$ cat config.mk
export PLATFORM = sky130hd
export DESIGN_NAME = vga_sync
export DESIGN_NICKNAME = d
export VERILOG_FILES = /design/src/rtl/vga_timing_pkg.sv /design/src/rtl/pixel_tick_gen.sv /design/src/rtl/vga_sync.sv
export SDC_FILE = /design/constraint.sdc
export NUM_CORES = 1
export LEC_CHECK = 0
export CAP_MARGIN = 20
export CORE_ASPECT_RATIO = 1.1
export CORE_MARGIN = 1.5
export CORE_UTILIZATION = 34
export CTS_CLUSTER_DIAMETER = 50
export DETAILED_ROUTE_END_ITERATION = 6
export PLACE_DENSITY = 0.63
export SLEW_MARGIN = 10
export SYNTH_ARGS = -nofsm -noshare
export SYNTH_HDL_FRONTEND = slang
export SYNTH_SLANG_ARGS = --single-unit
$ cat constraint.sdc
create_clock -name clk -period 4.8 [get_ports clk]
set_input_delay 0.96 -clock clk [delete_from_list [all_inputs] [get_ports clk]]
set_output_delay 0.96 -clock clk [all_outputs]
set_load 0.02 [all_outputs]
$ cat src/rtl/vga_timing_pkg.sv
// vga_timing_pkg: 640x480@60 timing constants shared by the sync generator,
// the pixel generator and the game logic, plus a small window-decode helper.
// Ports: none (package).
package vga_timing_pkg;

  localparam int VGA_COUNT_W   = 10;

  localparam int VGA_H_DISPLAY = 640;
  localparam int VGA_H_FRONT   = 16;
  localparam int VGA_H_SYNC    = 96;
  localparam int VGA_H_BACK    = 48;
  localparam int VGA_H_TOTAL   = VGA_H_DISPLAY + VGA_H_FRONT + VGA_H_SYNC + VGA_H_BACK;
  localparam int VGA_H_SYNC_START = VGA_H_DISPLAY + VGA_H_FRONT;
  localparam int VGA_H_SYNC_END   = VGA_H_SYNC_START + VGA_H_SYNC - 1;

  localparam int VGA_V_DISPLAY = 480;
  localparam int VGA_V_FRONT   = 10;
  localparam int VGA_V_SYNC    = 2;
  localparam int VGA_V_BACK    = 33;
  localparam int VGA_V_TOTAL   = VGA_V_DISPLAY + VGA_V_FRONT + VGA_V_SYNC + VGA_V_BACK;
  localparam int VGA_V_SYNC_START = VGA_V_DISPLAY + VGA_V_FRONT;
  localparam int VGA_V_SYNC_END   = VGA_V_SYNC_START + VGA_V_SYNC - 1;

  localparam int VGA_TICK_DIV  = 4;

  // Inclusive unsigned window test used for the sync pulse decode.
  function automatic logic in_window(input logic [VGA_COUNT_W-1:0] v,
                                     input logic [VGA_COUNT_W-1:0] lo,
                                     input logic [VGA_COUNT_W-1:0] hi);
    return (v >= lo) && (v <= hi);
  endfunction

endpackage

$ cat src/rtl/pixel_tick_gen.sv
// pixel_tick_gen: divides the system clock down to a one-clk pixel strobe.
// Ports:
//   clk        system clock
//   reset      synchronous, active-low reset (divider cleared to 0)
//   pixel_tick high for one clk every TICK_DIV clks (when divider = TICK_DIV-1)
module pixel_tick_gen
  import vga_timing_pkg::*;
#(
  parameter int TICK_DIV = VGA_TICK_DIV
)(
  input  logic clk,
  input  logic reset,
  output logic pixel_tick
);

  localparam int DIV_W = (TICK_DIV > 1) ? $clog2(TICK_DIV) : 1;
  localparam logic [DIV_W-1:0] DIV_LAST = DIV_W'(TICK_DIV - 1);

  logic [DIV_W-1:0] divider;

  always_ff @(posedge clk) begin
    if (!reset) begin
      divider <= '0;
    end else if (divider == DIV_LAST) begin
      divider <= '0;
    end else begin
      divider <= divider + DIV_W'(1);
    end
  end

  // Decoded from the divider register only, so the strobe is low while in reset.
  assign pixel_tick = (divider == DIV_LAST);

endmodule

$ cat src/rtl/vga_sync.sv
// vga_sync: VGA raster counters and sync generation.
// Ports:
//   clk         system clock
//   reset       synchronous, active-low reset
//   hsync       horizontal sync, active-low, registered
//   vsync       vertical sync, active-low, registered
//   video_on    current pixel lies in the visible area
//   pixel_tick  one-clk strobe per pixel period
//   pixel_x     horizontal count 0..H_TOTAL-1
//   pixel_y     vertical count 0..V_TOTAL-1
//   frame_tick  one-clk strobe on the last pixel of a frame
module vga_sync
  import vga_timing_pkg::*;
#(
  parameter int H_DISPLAY = VGA_H_DISPLAY,
  parameter int H_FRONT   = VGA_H_FRONT,
  parameter int H_SYNC    = VGA_H_SYNC,
  parameter int H_BACK    = VGA_H_BACK,
  parameter int V_DISPLAY = VGA_V_DISPLAY,
  parameter int V_FRONT   = VGA_V_FRONT,
  parameter int V_SYNC    = VGA_V_SYNC,
  parameter int V_BACK    = VGA_V_BACK,
  parameter int TICK_DIV  = VGA_TICK_DIV
)(
  input  logic                   clk,
  input  logic                   reset,
  output logic                   hsync,
  output logic                   vsync,
  output logic                   video_on,
  output logic                   pixel_tick,
  output logic [VGA_COUNT_W-1:0] pixel_x,
  output logic [VGA_COUNT_W-1:0] pixel_y,
  output logic                   frame_tick
);

  localparam int CW = VGA_COUNT_W;

  localparam logic [CW-1:0] H_LAST   = CW'(H_DISPLAY + H_FRONT + H_SYNC + H_BACK - 1);
  localparam logic [CW-1:0] V_LAST   = CW'(V_DISPLAY + V_FRONT + V_SYNC + V_BACK - 1);
  localparam logic [CW-1:0] H_VIS    = CW'(H_DISPLAY);
  localparam logic [CW-1:0] V_VIS    = CW'(V_DISPLAY);
  localparam logic [CW-1:0] HS_FIRST = CW'(H_DISPLAY + H_FRONT);
  localparam logic [CW-1:0] HS_LAST  = CW'(H_DISPLAY + H_FRONT + H_SYNC - 1);
  localparam logic [CW-1:0] VS_FIRST = CW'(V_DISPLAY + V_FRONT);
  localparam logic [CW-1:0] VS_LAST  = CW'(V_DISPLAY + V_FRONT + V_SYNC - 1);

  logic          tick;
  logic          line_end;
  logic [CW-1:0] x_next;
  logic [CW-1:0] y_next;

  pixel_tick_gen #(
    .TICK_DIV (TICK_DIV)
  ) u_pixel_tick_gen (
    .clk        (clk),
    .reset      (reset),
    .pixel_tick (tick)
  );

  assign line_end = tick && (pixel_x == H_LAST);

  always_comb begin
    x_next = pixel_x;
    y_next = pixel_y;
    if (tick) begin
      if (pixel_x == H_LAST) begin
        x_next = '0;
        y_next = (pixel_y == V_LAST) ? '0 : pixel_y + CW'(1);
      end else begin
        x_next = pixel_x + CW'(1);
      end
    end
  end

  // Syncs are decoded from the next-state counts so they toggle on the same
  // edge as pixel_x/pixel_y instead of lagging one pixel behind.
  always_ff @(posedge clk) begin
    if (!reset) begin
      pixel_x <= '0;
      pixel_y <= '0;
      hsync   <= 1'b1;
      vsync   <= 1'b1;
    end else begin
      pixel_x <= x_next;
      pixel_y <= y_next;
      hsync   <= ~in_window(x_next, HS_FIRST, HS_LAST);
      vsync   <= ~in_window(y_next, VS_FIRST, VS_LAST);
    end
  end

  assign pixel_tick = tick;
  assign frame_tick = line_end && (pixel_y == V_LAST);
  assign video_on   = (pixel_x < H_VIS) && (pixel_y < V_VIS);

endmodule

==> flow_metrics.env <==
export IMPL_status="finished clean"
export IMPL_cts_resized=0
export IMPL_gp_congestion=0.867
export IMPL_clk_path_buf_depth=2
export IMPL_postRouteAntennaNets=0
export IMPL_rsz0062_at_grt="no"
export IMPL_crit_fanout=14
export IMPL_cp_arrival_ns=2.53
export IMPL_drt_iter0_markers=56
export IMPL_grt_pass1_vias=1191
export IMPL_setup_viol=0
export IMPL_ys_warn_count=0
export IMPL_place_worst_setup_slack_ns=1.60
export IMPL_crit_chain="ha_1 -> and3_1 -> nand3_1 -> nor2_1 -> clkdlybuf4s50_1"
export IMPL_post_cts_setup_buffers=0
export IMPL_synthAdderAreaFrac_pct=3.74
export IMPL_worst_slew_pin_slew_ns=0.553
export IMPL_dr_pass1_iters=4
export IMPL_synthXorXnorAreaFrac_pct=6.54
export IMPL_syn_cell_area_sq_mm=0.00134
export IMPL_synth_compound_area_share_pct=15.3
export IMPL_wl_per_cell_um=13.1
export IMPL_yosysMostFrequentCell="dfxtp_1"
export IMPL_synth_area_leader_cell="dfxtp_1"
export IMPL_ir_drop_v=0.0000883
export IMPL_cts_buffers=3
export IMPL_row_count=23
export IMPL_port_buffers=26
export IMPL_final_util_pct=45.3
export IMPL_grt_usage_pct=15.4
export IMPL_syn2layout_area_growth_pct=25.7
export IMPL_synth_edf_count=0
export IMPL_setup_slack_ns=1.31
export IMPL_grt_max_degree=19
export IMPL_cp_slowest_stage_delay_ns=0.63
export IMPL_cts_tree="built"
export IMPL_critPathSlowestCell="clkdlybuf4s50_1"
export IMPL_htree_levels=1
export IMPL_max_slew_margin_pct=62.8
export IMPL_hp_class="register to register"
export IMPL_ys_flop_type="dfxtp_1"
export IMPL_nets=188
export IMPL_synth_top_area_share_pct=35.9
export IMPL_crit_family="simple AND/OR/NAND/NOR gates"
export IMPL_num_vias=1222
export IMPL_final_hold_viol_count=0
export IMPL_totalWireLength_um=3020
export IMPL_synth_simple_area_share_pct=34.1
export IMPL_synth_top_family_by_area="simple AND/OR/NAND/NOR gates"
export IMPL_die_area_sq_mm=0.00432
export IMPL_ys_ff_latch=24
export IMPL_final_period_utilization_pct=72.8
export IMPL_drc=0
export IMPL_post_cts_hold_buffer_count=0
export IMPL_power_density_mw_per_mm2=211
export IMPL_coreArea_sq_mm=0.00371
export IMPL_finalSetupTns_ns=0
export IMPL_synth_area_top_cells="dfxtp_1 (36%), nand4_1 (4.2%), xnor2_1 (3.9%)"
export IMPL_grt_overflow_total=0
export IMPL_synthDistinctLibCells=45
export IMPL_muxShareOfSynthArea_pct=0.748
export IMPL_antenna_cells=0
export IMPL_synth_seq_area_share_pct=35.9
export IMPL_clock_sinks=24
export IMPL_post_route_min_period_ns=3.49
export IMPL_dieHeight_um=68.8
export IMPL_required_ns=3.84
export IMPL_synth_net_count=163
export IMPL_postSynthAreaPerCell_sq_um=8.53
export IMPL_grt_first_pass_wirelength_um=5320
export IMPL_p_leak_nw=0.570
export IMPL_antenna_found_initial=0
export IMPL_async_flop_share_pct=0
export IMPL_crit_type="register to output pin"
export IMPL_critPathCaptureType="output pin"
export IMPL_fmax_ghz=0.286
export IMPL_die_width_um=62.8
export IMPL_clockRootBuffer="clkbuf_8"
export IMPL_worstSetupStartpointType="register"
export IMPL_syn_inst=157
export IMPL_start_util_pct=36.1
export IMPL_slew_viol_final=0
export IMPL_fin_skew_ns=0.00157
export IMPL_io_pins=27
export IMPL_cap_violations=0
export IMPL_synth_common_cells="dfxtp_1 (24), nand2_1 (13), nor2_1 (12)"
export IMPL_fillers=375
export IMPL_viasPerCell=5.29
export IMPL_worstPathBufferInverterCount=1
export IMPL_worst_skew_pair_late_latency_ns=0.27
export IMPL_clkTransAtPathRegs_ns=0.08
export IMPL_drive_above_1_share_pct=8.29
export IMPL_dp_hpwl_um=2250
[kinds of logic after synthesis]
family,after synthesis
compound gates,30
xor+xnor,10
fa+ha+maj,4
buf+inv,10
flops,24
mux,1
simple gates,78
[final timing paths]
path                                                                to  depth (start not counted)                                    from  slack (ns)
worst max-delay path                                        frame_tick                          5  u_pixel_tick_gen.divider[0]$_SDFF_PP0_        1.31
worst min-delay path            u_pixel_tick_gen.divider[0]$_SDFF_PP0_                          1  u_pixel_tick_gen.divider[0]$_SDFF_PP0_        0.44
worst max register to register                        vsync$_SDFF_PN1_                          6  u_pixel_tick_gen.divider[0]$_SDFF_PP0_        2.21
worst min register to register  u_pixel_tick_gen.divider[0]$_SDFF_PP0_                          1  u_pixel_tick_gen.divider[0]$_SDFF_PP0_        0.44
[per-layer routing]
metal | up-vias | GRT usage (%) | routed length (um)
met1 | 571 | 19.3 | 1500
li1 | 624 | - | -
met4 | 0 | 4.17 | 27
met2 | 25 | 27.7 | 1410
met5 | - | 0 | 0
met3 | 2 | 2.60 | 92
[cells in the final DEF (no fill, tap or decap), types with 2 or more instances in the layout]
cell / instances
a21boi_0: 5
a21oi_1: 5
a31oi_1: 4
and2_1: 3
and2_2: 3
and3_1: 4
and4_1: 2
clkbuf_8: 4
clkdlybuf4s50_1: 26
dfxtp_1: 24
ha_1: 4
inv_1: 4
nand2_1: 13
nand3_1: 4
nand4_1: 9
nor2_1: 12
nor2b_1: 5
nor3_1: 7
nor3b_1: 2
nor4_1: 2
o21a_1: 5
o21ai_0: 4
or4_1: 2
xnor2_1: 6
xor2_1: 4
[per-stage QoR]
| stage | instances | hold WS [ns] | power (W) | cell area, sq um |
|---|---|---|---|---|
| after floorplan | 157 | 0.403 | 0.000217 | 1340 |
| after global routing | 231 | 0.496 | 0.000373 | 1680 |
| after detailed placement | 227 | 0.435 | 0.000223 | 1630 |
| after global placement | 227 | 0.410 | 0.000222 | 1630 |
| final | 231 | 0.439 | 0.000355 | 1680 |
| after CTS | 231 | 0.448 | 0.000363 | 1680 |
[layout make-up]
type / instances / area [sq um] / share of cell area (%)
clock buffers: 4 / 55.1 / 3.27
well taps: 50 / 62.6 / 3.72
repair buffers: 26 / 260 / 15.5
inverters: 4 / 15.0 / 0.892
multi-input cells: 123 / 810 / 48.1
flip-flops and latches: 24 / 480 / 28.6
[report_power, final]
group / internal, W / switching, W / total, W / leakage [nW]
Combinational: 0.00000684 / 0.00000731 / 0.0000141 / 0.348
Sequential: 0.000202 / 0.00000184 / 0.000204 / 0.194
Clock: 0.0000733 / 0.0000642 / 0.000137 / 0.0288
Total: 0.000282 / 0.0000733 / 0.000355 / 0.570
[registers in the layout, summed over array words and instances, names as in the netlist]
name                      count
hsync                         1
pixel_x                      10
pixel_y                      10
u_pixel_tick_gen.divider      2
vsync                         1
[worst reg2reg max path: stages (launching register included)]
cell	delay [ns]
dfxtp_1	0.35
ha_1	0.32
and3_1	0.35
nand3_1	0.40
nor3_1	0.42
nor3_1	0.11
or4_1	0.52
No activity file was read; power rests on OpenSTA's default activity.
